## config.mk

```make
export PLATFORM = sky130hd
export DESIGN_NAME = parking_gate_arbiter
export DESIGN_NICKNAME = d
export VERILOG_FILES = /design/src/rtl/parking_gate_arbiter.sv
export SDC_FILE = /design/constraint.sdc
export NUM_CORES = 1
export LEC_CHECK = 0
export BUFFER_PORTS_ARGS = -buffer_cell sky130_fd_sc_hd__buf_2
export CAP_MARGIN = 30
export CORE_MARGIN = 3
export CORE_UTILIZATION = 51
export CTS_CLUSTER_SIZE = 16
export DETAILED_ROUTE_END_ITERATION = 8
export PLACE_DENSITY = 0.77
export SETUP_SLACK_MARGIN = 0.3
export SYNTH_ARGS = -nofsm -noshare
export SYNTH_HDL_FRONTEND = slang
export SYNTH_SLANG_ARGS = --single-unit
```

## constraint.sdc

```tcl
create_clock -name clk -period 2.5 [get_ports clk]
set_clock_uncertainty 0.05 [all_clocks]
set_input_delay 0.125 -clock clk [delete_from_list [all_inputs] [get_ports clk]]
set_output_delay 0.125 -clock clk [all_outputs]
set_load 0.01 [all_outputs]
```

## src/rtl/parking_gate_arbiter.sv

```systemverilog
// ---------------------------------------------------------------------------
// parking_gate_arbiter
//
// Arbitrates entry/exit vehicle-sensor requests toward the parking occupancy
// FSM. Each served request produces a one-cycle entry/exit pulse with its
// acknowledge. The shared gate then runs an open-hold phase and a close-clear
// phase before the next request is taken. Requests that cannot be served are
// rejected: entry while the lot is full, or exit from a slot that is free.
//
// Optional build macro:
//   PARKING_EXIT_PRIORITY_EN - when defined, exit always wins a tie between
//                              valid requests and there is no round-robin
//                              pointer. When undefined, ties alternate
//                              round-robin, with entry favoured after reset.
//
// Parameters:
//   OPEN_CYCLES   cycles gate_open is held per served request (1..15)
//   CLOSE_CYCLES  clear-out cycles after the gate closes (1..15)
//
// Ports:
//   clk            system clock, all logic on posedge
//   reset          synchronous active-high reset
//   entry_req      entry request level, held until entry_ack
//   exit_req       exit request level, held until exit_ack
//   exit_slot_req  slot being vacated, valid while exit_req=1
//   spots          occupancy vector, 1 = occupied
//   capacity       remaining capacity (0..4; 5..7 count as nonzero)
//   entry_signal   one-cycle pulse: a car enters
//   exit_signal    one-cycle pulse: a car exits
//   exit_slot      registered slot that goes with exit_signal
//   entry_ack      one-cycle acknowledge of the entry request
//   exit_ack       one-cycle acknowledge of the exit request
//   entry_reject   pulses with entry_ack when the lot is full
//   exit_reject    pulses with exit_ack when the slot is already free
//   gate_open      gate actuator drive
//   busy           high in every state except IDLE
//
// States:
//   IDLE  | sample requests, grant one or reject the invalid ones
//   GRANT | one cycle: pulse and acknowledge go out
//   OPEN  | gate_open held for OPEN_CYCLES cycles
//   CLOSE | gate closed, clear-out for CLOSE_CYCLES cycles
// ---------------------------------------------------------------------------
module parking_gate_arbiter #(
    parameter int OPEN_CYCLES  = 4,
    parameter int CLOSE_CYCLES = 2
) (
    input  logic       clk,
    input  logic       reset,
    input  logic       entry_req,
    input  logic       exit_req,
    input  logic [1:0] exit_slot_req,
    input  logic [3:0] spots,
    input  logic [2:0] capacity,
    output logic       entry_signal,
    output logic       exit_signal,
    output logic [1:0] exit_slot,
    output logic       entry_ack,
    output logic       exit_ack,
    output logic       entry_reject,
    output logic       exit_reject,
    output logic       gate_open,
    output logic       busy
);

    typedef enum logic [1:0] {
        IDLE  = 2'd0,
        GRANT = 2'd1,
        OPEN  = 2'd2,
        CLOSE = 2'd3
    } state_t;

    localparam logic [3:0] OPEN_LOAD  = 4'(OPEN_CYCLES - 1);
    localparam logic [3:0] CLOSE_LOAD = 4'(CLOSE_CYCLES - 1);

    state_t     state, state_next;
    logic [3:0] phase_cnt, phase_cnt_next;
    logic [1:0] exit_slot_next;
    logic       entry_signal_next, exit_signal_next;
    logic       entry_ack_next, exit_ack_next;
    logic       entry_reject_next, exit_reject_next;
    logic       gate_open_next, busy_next;
    logic       entry_pending, exit_pending;
    logic       ev, xv;
    logic       pick_entry, pick_exit;
`ifndef PARKING_EXIT_PRIORITY_EN
    logic       rr_ptr, rr_ptr_next;
`endif

    // A request whose ack is on the outputs this cycle is the one just
    // answered; the requester drops it now, so it must not be seen twice.
    assign entry_pending = entry_req && !entry_ack;
    assign exit_pending  = exit_req && !exit_ack;
    assign ev            = entry_pending && (capacity != 3'd0);
    assign xv            = exit_pending && spots[exit_slot_req];

    always_comb begin
        state_next        = state;
        phase_cnt_next    = phase_cnt;
        exit_slot_next    = exit_slot;
        entry_signal_next = 1'b0;
        exit_signal_next  = 1'b0;
        entry_ack_next    = 1'b0;
        exit_ack_next     = 1'b0;
        entry_reject_next = 1'b0;
        exit_reject_next  = 1'b0;
        gate_open_next    = 1'b0;
        pick_entry        = 1'b0;
        pick_exit         = 1'b0;
`ifndef PARKING_EXIT_PRIORITY_EN
        rr_ptr_next       = rr_ptr;
`endif

        case (state)
            IDLE: begin
`ifdef PARKING_EXIT_PRIORITY_EN
                pick_exit  = xv;
                pick_entry = ev && !xv;
`else
                pick_entry = ev && (!xv || !rr_ptr);
                pick_exit  = xv && !pick_entry;
`endif
                if (pick_entry || pick_exit) begin
                    state_next        = GRANT;
                    exit_slot_next    = exit_slot_req;
                    entry_signal_next = pick_entry;
                    entry_ack_next    = pick_entry;
                    exit_signal_next  = pick_exit;
                    exit_ack_next     = pick_exit;
`ifndef PARKING_EXIT_PRIORITY_EN
                    rr_ptr_next       = pick_entry;
`endif
                end else begin
                    // Rejection only when nothing is granted this cycle.
                    entry_ack_next    = entry_pending && !ev;
                    entry_reject_next = entry_pending && !ev;
                    exit_ack_next     = exit_pending && !xv;
                    exit_reject_next  = exit_pending && !xv;
                end
            end
            GRANT: begin
                state_next     = OPEN;
                phase_cnt_next = OPEN_LOAD;
                gate_open_next = 1'b1;
            end
            OPEN: begin
                if (phase_cnt == 4'd0) begin
                    state_next     = CLOSE;
                    phase_cnt_next = CLOSE_LOAD;
                end else begin
                    phase_cnt_next = phase_cnt - 4'd1;
                    gate_open_next = 1'b1;
                end
            end
            CLOSE: begin
                if (phase_cnt == 4'd0) begin
                    state_next = IDLE;
                end else begin
                    phase_cnt_next = phase_cnt - 4'd1;
                end
            end
            default: state_next = IDLE;
        endcase

        busy_next = (state_next != IDLE);
    end

    always_ff @(posedge clk) begin
        if (reset) begin
            state        <= IDLE;
            phase_cnt    <= 4'd0;
            exit_slot    <= 2'd0;
            entry_signal <= 1'b0;
            exit_signal  <= 1'b0;
            entry_ack    <= 1'b0;
            exit_ack     <= 1'b0;
            entry_reject <= 1'b0;
            exit_reject  <= 1'b0;
            gate_open    <= 1'b0;
            busy         <= 1'b0;
`ifndef PARKING_EXIT_PRIORITY_EN
            rr_ptr       <= 1'b0;
`endif
        end else begin
            state        <= state_next;
            phase_cnt    <= phase_cnt_next;
            exit_slot    <= exit_slot_next;
            entry_signal <= entry_signal_next;
            exit_signal  <= exit_signal_next;
            entry_ack    <= entry_ack_next;
            exit_ack     <= exit_ack_next;
            entry_reject <= entry_reject_next;
            exit_reject  <= exit_reject_next;
            gate_open    <= gate_open_next;
            busy         <= busy_next;
`ifndef PARKING_EXIT_PRIORITY_EN
            rr_ptr       <= rr_ptr_next;
`endif
        end
    end

endmodule

```

==> results of run 1 <==
==> cells in the final DEF (no fill, tap or decap), types with 2 or more instances in the layout <==
cell	n
o21ai_0	2
a211oi_1	5
mux2i_1	2
and2_1	3
ha_1	7
a21oi_1	4
xnor2_1	2
nor2_1	8
buf_2	22
nor2b_1	3
dfxtp_1	17
nor3_1	2
clkbuf_4	3
inv_1	6
nor3b_1	3
mux2_2	2
nand2_1	3
nand2b_1	7
==> power breakdown <==
part	leakage (uW)	internal (uW)	switching, uW	total, uW
Combinational	0.000308	143	170	313
Sequential	0.000140	317	34.7	352
Clock	0.0000150	62.0	84.4	146
Total	0.000462	522	289	811
==> logic make-up after synthesis <==
group                    after synthesis  share of synthesized area (%)
AND/OR/NAND/NOR                       37                           24.1
XOR/XNOR                               2                           1.91
multiplexers                           5                           7.08
buffers and inverters                  9                           3.81
flip-flops                            17                           37.1
AO/OA/AOI/OAI                         20                           16.5
adder cells (fa/ha/maj)                7                           9.54
==> per-stage QoR <==
stage                     hold WS [ps]  area, sq um  instances  total power, uW
after floorplan                    230          918         97              591
after global placement             380         1050        140              654
after detailed placement           406         1050        140              666
after CTS                         95.4         1070        144              814
after global routing               103         1070        144              878
final                             99.1         1070        144              811
==> worst max-delay path: cells and delay by family (launching register included) <==
family	cells	cell delay (ps)
buffers and inverters	1	80
AOI/OAI and AO/OA	3	720
DFF	1	340
adders and majority gates	1	170
and+or+nand+nor	1	460
==> worst paths after layout <==
path                    start           end  slack [ps]  cells after the start
max              phase_cnt[0]          busy         570                      6
min          exit_slot_req[0]  exit_slot[0]         100                      3
max reg2reg      phase_cnt[0]          busy         570                      6
min reg2reg            rr_ptr        rr_ptr         440                      2
==> registers in the layout (all words and copies together) (netlist names) <==
name          flops
phase_cnt         4
exit_slot         2
state             2
busy              1
entry_ack         1
entry_reject      1
entry_signal      1
exit_ack          1
exit_reject       1
exit_signal       1
gate_open         1
rr_ptr            1
==> synth_stat cells, drive strengths merged, types with 2 or more instances <==
cell type  instances
nor2b              3
inv                6
a211oi             5
mux2               2
nor3               2
mux2i              2
nand2b             7
and2               3
xnor2              2
o21bai             2
a21oi              4
ha                 7
o21ai              3
nor2               8
or3                2
dfxtp             17
nor3b              3
nand2              3
clkbuf             2
==> metal layers <==
metal  vias to the layer above  wire (um)  GRT usage (%)
met5                         -          0              0
met4                         0         29           7.58
met3                         4        110           3.68
met2                        25        987           31.9
met1                       361        791           20.2
li1                        394          -              -
==> layout make-up <==
| cell class | count | area, sq um | area share (%) |
|---|---|---|---|
| Inverter | 6 | 22.5 | 2.10 |
| Clock buffer | 4 | 26.3 | 2.45 |
| Multi-Input combinational cell | 71 | 543 | 50.6 |
| Timing Repair Buffer | 22 | 110 | 10.3 |
| Sequential cell | 17 | 340 | 31.7 |
| Tap cell | 24 | 30.0 | 2.80 |
==> impl_metrics.tcl, run 1 <==
set metrics [dict create \
    outcome "complete, no violations" \
    dieArea_sq_mm 0.00235 \
    fmax_mhz 519 \
    netlist_instances 97 \
    cts_hold_buf 0 \
    io_buffers 22 \
    slew_viol_final 0 \
    core_area_sq_mm 0.00159 \
    nFillCells 127 \
    max_slew_margin_pct 74.2 \
    wl_per_cell_um 13.3 \
    drc 0 \
    antenna_found_initial 0 \
    ys_ff_latch 17 \
    start_util_pct 57.6 \
    fin_tns_setup_ps 0 \
    critPathSlowestCell "or3b_1" \
    end_kind "flop" \
    cts_max_path_buffers 2 \
    synth_area_sq_um 918 \
    drt_iter0_drc 16 \
    cp_slowest_stage_delay_ps 460 \
    vdd_ir_drop_max_v 0.000471 \
    cts_max_level 1 \
    critical_path.cell_chain "inv_1 -> ha_1 -> or3b_1 -> a311o_1 -> o21bai_2 -> o221ai_2" \
    rsz0062_at_grt "false" \
    dieHeight_um 48.4 \
    setup_violations 0 \
    cts_root_buffer "clkbuf_4" \
    grt_pass1_vias 762 \
    cts.sinks 17 \
    cp.required_ps 2620 \
    antenna_cells 0 \
    nets 141 \
    min_period_ps 1930 \
    crit_path_start_kind "flop" \
    tightest_slew_ps 386 \
    ys_seq_area_share_pct 37.1 \
    max_cap_viol_count 0 \
    drive_above_1_share_pct 26.7 \
    overflow 0 \
    grt_pass1_wl_um 3280 \
    async_flop_share_pct 0 \
    fin_util_pct 67.3 \
    synth_cell_type_count 36 \
    die_x_um 48.4 \
    clk_pin_slew_ps 100 \
    hp-class "in -> reg" \
    cts_tree "done" \
    avgViaCountPerCell 5.44 \
    gp_congestion 0.851 \
    criticalPathCategory "reg -> reg" \
    cellLeakagePower_uw 0.000462 \
    hold_viol_final 0 \
    yosys.area.top_type "dfxtp_1" \
    period_share_pct 77.1 \
    vias 784 \
    worstPathMaxFanout 6 \
    dp_slack_ps 600 \
    fin_ws_ps 572 \
    insertion_delay_ps 290 \
    row_count 14 \
    power.density_mw_per_mm2 756 \
    synth_enable_flop_cells 0 \
    post-cts-setup-buffers 0 \
    cp_data_arrival_time_ps 2050 \
    routed_wl_um 1920 \
    ys.flop_type "dfxtp_1" \
    grt_use_total_pct 17.7 \
    yosysTopAreaCellShare_pct 37.1 \
    grt_max_degree 16 \
    dr.pass1.iters 4 \
    ys_warn_count 0 \
    yosys-top-cells-area "dfxtp_1, ha_1, nand2b_1" \
    dp_hpwl_um 1510 \
    syn_to_final_growth_pct 16.8 \
    synth_nets 117 \
    cts_made_buffers 3 \
    cts_resized 0 \
    antenna_left 0 \
    synth_area_per_cell_sq_um 9.47 \
    io_pins 23 \
]
Power figures use the tool's default switching activity.
==> run 2: changes to the inputs <==
clock period = 1.8 ns   (was 2.5 ns; I/O delays follow)
==> run 2 against run 1 <==
Largest power group is now combinational logic. Core utilization up 12 points. Clock power up 37%. Register-to-register slack worse by 480 ps. Sequential cell count unchanged. Sequential share of layout area down 4.4 points. Die area unchanged. Highest routed layer unchanged.
==> impl_metrics.tcl, run 2 (synthesized netlist as in run 1, its figures left out) <==
set metrics [dict create \
    outcome "complete, no violations" \
    hp-class "in -> reg" \
    setup_violations 0 \
    gp_congestion 0.770 \
    cp_data_arrival_time_ps 1880 \
    stdcell_count 152 \
    regMostFlops "phase_cnt" \
    grt_max_degree 16 \
    dr.pass1.iters 4 \
    criticalPathCategory "reg -> reg" \
    reg_top3 "phase_cnt: 4 flops, exit_slot: 2 flops, state: 2 flops" \
    final_common_cell "buf_2" \
    nets 149 \
    fmax_mhz 586 \
    drc 0 \
    drive_above_1_share_pct 47.7 \
    slew_viol_final 0 \
    cts_hold_buf 0 \
    die_x_um 48.4 \
    core_area_sq_mm 0.00159 \
    dieHeight_um 48.4 \
    vias 824 \
    fin_tns_setup_ps 0 \
    path_buf_inv 2 \
    fin_util_pct 79.3 \
    cp.required_ps 1970 \
    max_slew_margin_pct 68.0 \
    crit_path_start "phase_cnt[1]" \
    r2r_end "busy" \
    min_to "exit_slot[1]" \
    overflow 0 \
    path_delay_family "compound AO/OA/AOI/OAI gates" \
    end_kind "flop" \
    hold_viol_final 0 \
    cts_max_path_buffers 2 \
    final_cell_mix "buf_2, dfxtp_1, nor2_1" \
    critPathSlowestCell "or3b_4" \
    wl_per_cell_um 14.4 \
    cp_slowest_stage_delay_ps 390 \
    cts_max_level 1 \
    avgViaCountPerCell 5.42 \
    dieArea_sq_mm 0.00235 \
    placed_cell_area_sq_mm 0.00107 \
    critical_path.cell_chain "inv_2 -> ha_4 -> or3b_4 -> buf_12 -> a211oi_4 -> o21bai_2 -> o221ai_2" \
    start_util_pct 57.6 \
    grt_pass1_vias 768 \
    io_pins 23 \
    row_count 14 \
    worstPathMaxFanout 3 \
    cts_made_buffers 3 \
    crit_path_start_kind "flop" \
    dp_cells 141 \
    grt_use_total_pct 18.0 \
    cts_root_buffer "clkbuf_4" \
    clk_pin_slew_ps 90 \
    antenna_left 0 \
    routed_wl_um 2190 \
    cts_tree "done" \
    antenna_found_initial 0 \
    worstRegToRegCells 7 \
    grt_pass1_wl_um 3280 \
    vdd_ir_drop_max_v 0.000848 \
    max_cap_viol_count 0 \
    power.density_mw_per_mm2 1160 \
    rsz0062_at_grt "true" \
    cellLeakagePower_uw 0.000532 \
    min_path_cells 3 \
    hold_path_startpoint "exit_slot_req[1]" \
    syn_to_final_growth_pct 37.6 \
    drt_iter0_drc 5 \
    io_buffers 22 \
    largest_reg_flops 4 \
    final_cell_area_sq_mm 0.00126 \
    period_share_pct 94.8 \
    dp_hpwl_um 1390 \
    hold_ws_ps 57.1 \
    antenna_cells 0 \
    min_period_ps 1710 \
    cts.sinks 17 \
    insertion_delay_ps 290 \
    tightest_slew_ps 480 \
    r2r_slack_ps 90 \
    timing.rr.start "phase_cnt[1]" \
]
[run 2: worst reg2reg max path: stages (launching register included)]
cell	delay, ps
dfxtp_2	340
inv_2	80
ha_4	130
or3b_4	390
buf_12	140
a211oi_4	230
o21bai_2	130
o221ai_2	150
[run 2: report_power, final]
| group | internal [uW] | switching [uW] | total (uW) |
|---|---|---|---|
| Sequential | 445 | 57.3 | 502 |
| Combinational | 407 | 355 | 762 |
| Clock | 86.3 | 114 | 200 |
[run 2: what timing repair did]
item	CTS	global route
hold endpoints to repair	0	0
buffers inserted	2	5
setup endpoints to repair	7	10
pin swaps	0	13
gates resized for setup	5	19
[run 2: final cells by class]
class / instances / area, sq um
Multi-Input combinational cell: 71 / 646
Sequential cell: 17 / 345
Fill cell: 108 / 330
Timing Repair Buffer: 30 / 194
Tap cell: 24 / 30.0
Clock buffer: 4 / 26.3
Inverter: 6 / 22.5
[run 2: metrics by stage]
stage	setup slack, ps	power [uW]
after floorplan	118	835
after global placement	127	946
after detailed placement	123	952
after CTS	120	1200
after global routing	38.6	1560
final	93.5	1460
[run 2: worst max path at each step]
stage / endpoint / cells after the start
after floorplan: busy / 7
after global placement: busy / 6
after detailed placement: busy / 6
after CTS: busy / 6
after global routing: busy / 7
final: busy / 7
[run 2: metal layers]
metal	up-vias	share of wire [%]	wire, um	GRT usage (%)
li1	405	-	-	-
met3	8	4.9	108	6.44
met2	23	49	1070	28.4
met1	388	43	942	21.6
met4	0	3.1	68	8.53
met5	-	0	0	0
==> run 3: changes to the inputs <==
RECOVER_POWER = 50   (was not set)
==> run 3 against run 2 <==
Critical path depth unchanged. Core utilization decreased by 0.86 points. Register-to-register slack about the same. Worst setup slack improved by 1.2 ps. Critical path type unchanged. Die area unchanged. Clock power about the same. Cell count unchanged. Global-route usage unchanged. Via count decreased by 0.12%. Sequential cell count unchanged. First-iteration DRC count decreased by 20%.
==> impl_metrics.tcl, run 3 (synthesized netlist as in run 1, its figures left out) <==
set metrics [dict create \
    row_count 14 \
    total_power_uw 1460 \
    crit_path_start_kind "flop" \
    die_x_um 48.4 \
    grt_use_total_pct 18.0 \
    clkPwrFrac_pct 13.7 \
    largest_reg_flops 4 \
    fin_util_pct 78.4 \
    antenna_found_initial 0 \
    gp_congestion 0.770 \
    switching_share_pct 36.2 \
    core_area_sq_mm 0.00159 \
    cts_made_buffers 3 \
    seq_power_share_pct 34.5 \
    clk_pin_slew_ps 90 \
    power.density_mw_per_mm2 1170 \
    cts_tree "done" \
    cts_hold_buf 0 \
    start_util_pct 57.6 \
    grt_pass1_wl_um 3280 \
    setup_violations 0 \
    drt_iter0_drc 4 \
    regMostFlops "phase_cnt" \
    dr.pass1.iters 4 \
    cts_root_buffer "clkbuf_4" \
    grt_max_degree 16 \
    worstPathMaxFanout 3 \
    insertion_delay_ps 290 \
    final_common_cell "dfxtp_1" \
    avgViaCountPerCell 5.41 \
    max_slew_margin_pct 68.0 \
    cts.sinks 17 \
    tightest_slew_ps 480 \
    final_cell_area_sq_mm 0.00125 \
    overflow 0 \
    final_cell_mix "dfxtp_1, buf_2, clkbuf_1" \
    hp-class "in -> reg" \
    nets 149 \
    cts_max_level 1 \
    hold_path_startpoint "exit_slot_req[0]" \
    cp.required_ps 1970 \
    dieHeight_um 48.4 \
    syn_to_final_growth_pct 36.1 \
    dp_slack_ps 123 \
    hold_viol_final 0 \
    critPathSlowestCell "or3b_4" \
    rsz0062_at_grt "true" \
    outcome "complete, no violations" \
    dp_hpwl_um 1390 \
    cellLeakagePower_uw 0.000491 \
    criticalPathCategory "reg -> reg" \
    cts_max_path_buffers 2 \
    antenna_cells 0 \
    grt_pass1_vias 768 \
    power_switching_uw 527 \
    wl_per_cell_um 14.5 \
    drc 0 \
    drive_above_1_share_pct 39.1 \
    reg_top3 "phase_cnt: 4 flops, exit_slot: 2 flops, state: 2 flops" \
    fin_ws_ps 94.7 \
    placed_cell_area_sq_mm 0.00107 \
    fin_tns_setup_ps 0 \
    crit_path_start "phase_cnt[1]" \
    end_kind "flop" \
    critical_path.cell_chain "inv_2 -> ha_4 -> or3b_4 -> buf_12 -> a211oi_4 -> o21bai_2 -> o221ai_2" \
    min_period_ps 1710 \
    timing.rr.start "phase_cnt[1]" \
    slew_viol_final 0 \
    p_int_uw 930 \
    fmax_mhz 586 \
    antenna_left 0 \
    io_buffers 22 \
    period_share_pct 94.7 \
    routed_wl_um 2200 \
    io_pins 23 \
    vdd_ir_drop_max_v 0.000851 \
    cp_data_arrival_time_ps 1880 \
    max_cap_viol_count 0 \
    vias 823 \
    dieArea_sq_mm 0.00235 \
    cp_slowest_stage_delay_ps 390 \
    pwr-share-comb_pct 51.8 \
]
==> run 3: layer usage <==
layer	up-vias	share of wire [%]	GRT usage, %
met1	386	44	21.6
met4	0	3.1	8.53
met5	-	0	0
met3	8	4.7	6.44
li1	406	-	-
met2	23	48	28.4
==> run 3: worst max-delay path: cells and delay by family, from the launching register on <==
kind / cells / cell delay, ps
compound gates: 3 / 510
simple gates: 1 / 390
flops: 1 / 340
buf+inv: 2 / 220
fa+ha+maj: 1 / 130
==> run 3: layout make-up <==
class / count / area, sq um
Timing Repair Buffer: 30 / 181
Sequential cell: 17 / 344
Tap cell: 24 / 30.0
Clock buffer: 4 / 26.3
Multi-Input combinational cell: 71 / 646
Fill cell: 110 / 344
Inverter: 6 / 22.5
==> run 3: worst paths after layout <==
path	to	cells after the start	slack (ps)
worst min-delay path	exit_slot[0]	3	60
worst min register to register	exit_slot[1]	2	440
worst max register to register	busy	7	90
worst max-delay path	busy	7	90
==> run 3: power groups by stage <==
stage          clock (uW)  combinational (uW)  sequential (uW)
2_1_floorplan           0                 330              505
3_3_place_gp            0                 449              498
3_5_place_dp            0                 452              499
4_1_cts               209                 501              490
5_1_grt               228                 819              509
6_report              200                 755              502
==> run 3: timing repair <==
action | CTS | global route
setup endpoints to repair | 7 | 10
pin swaps | 0 | 13
endpoints found under the hold margin | 0 | 0
resized for setup | 5 | 19
buffers inserted | 2 | 5
==> run 3: stage by stage <==
| step | hold WS (ps) | std cells |
|---|---|---|
| final | 56.7 | 152 |
| after global routing | 68.1 | 152 |
| after CTS | 45.2 | 147 |
| after detailed placement | 363 | 141 |
| after global placement | 359 | 141 |
| after floorplan | 195 | 97 |
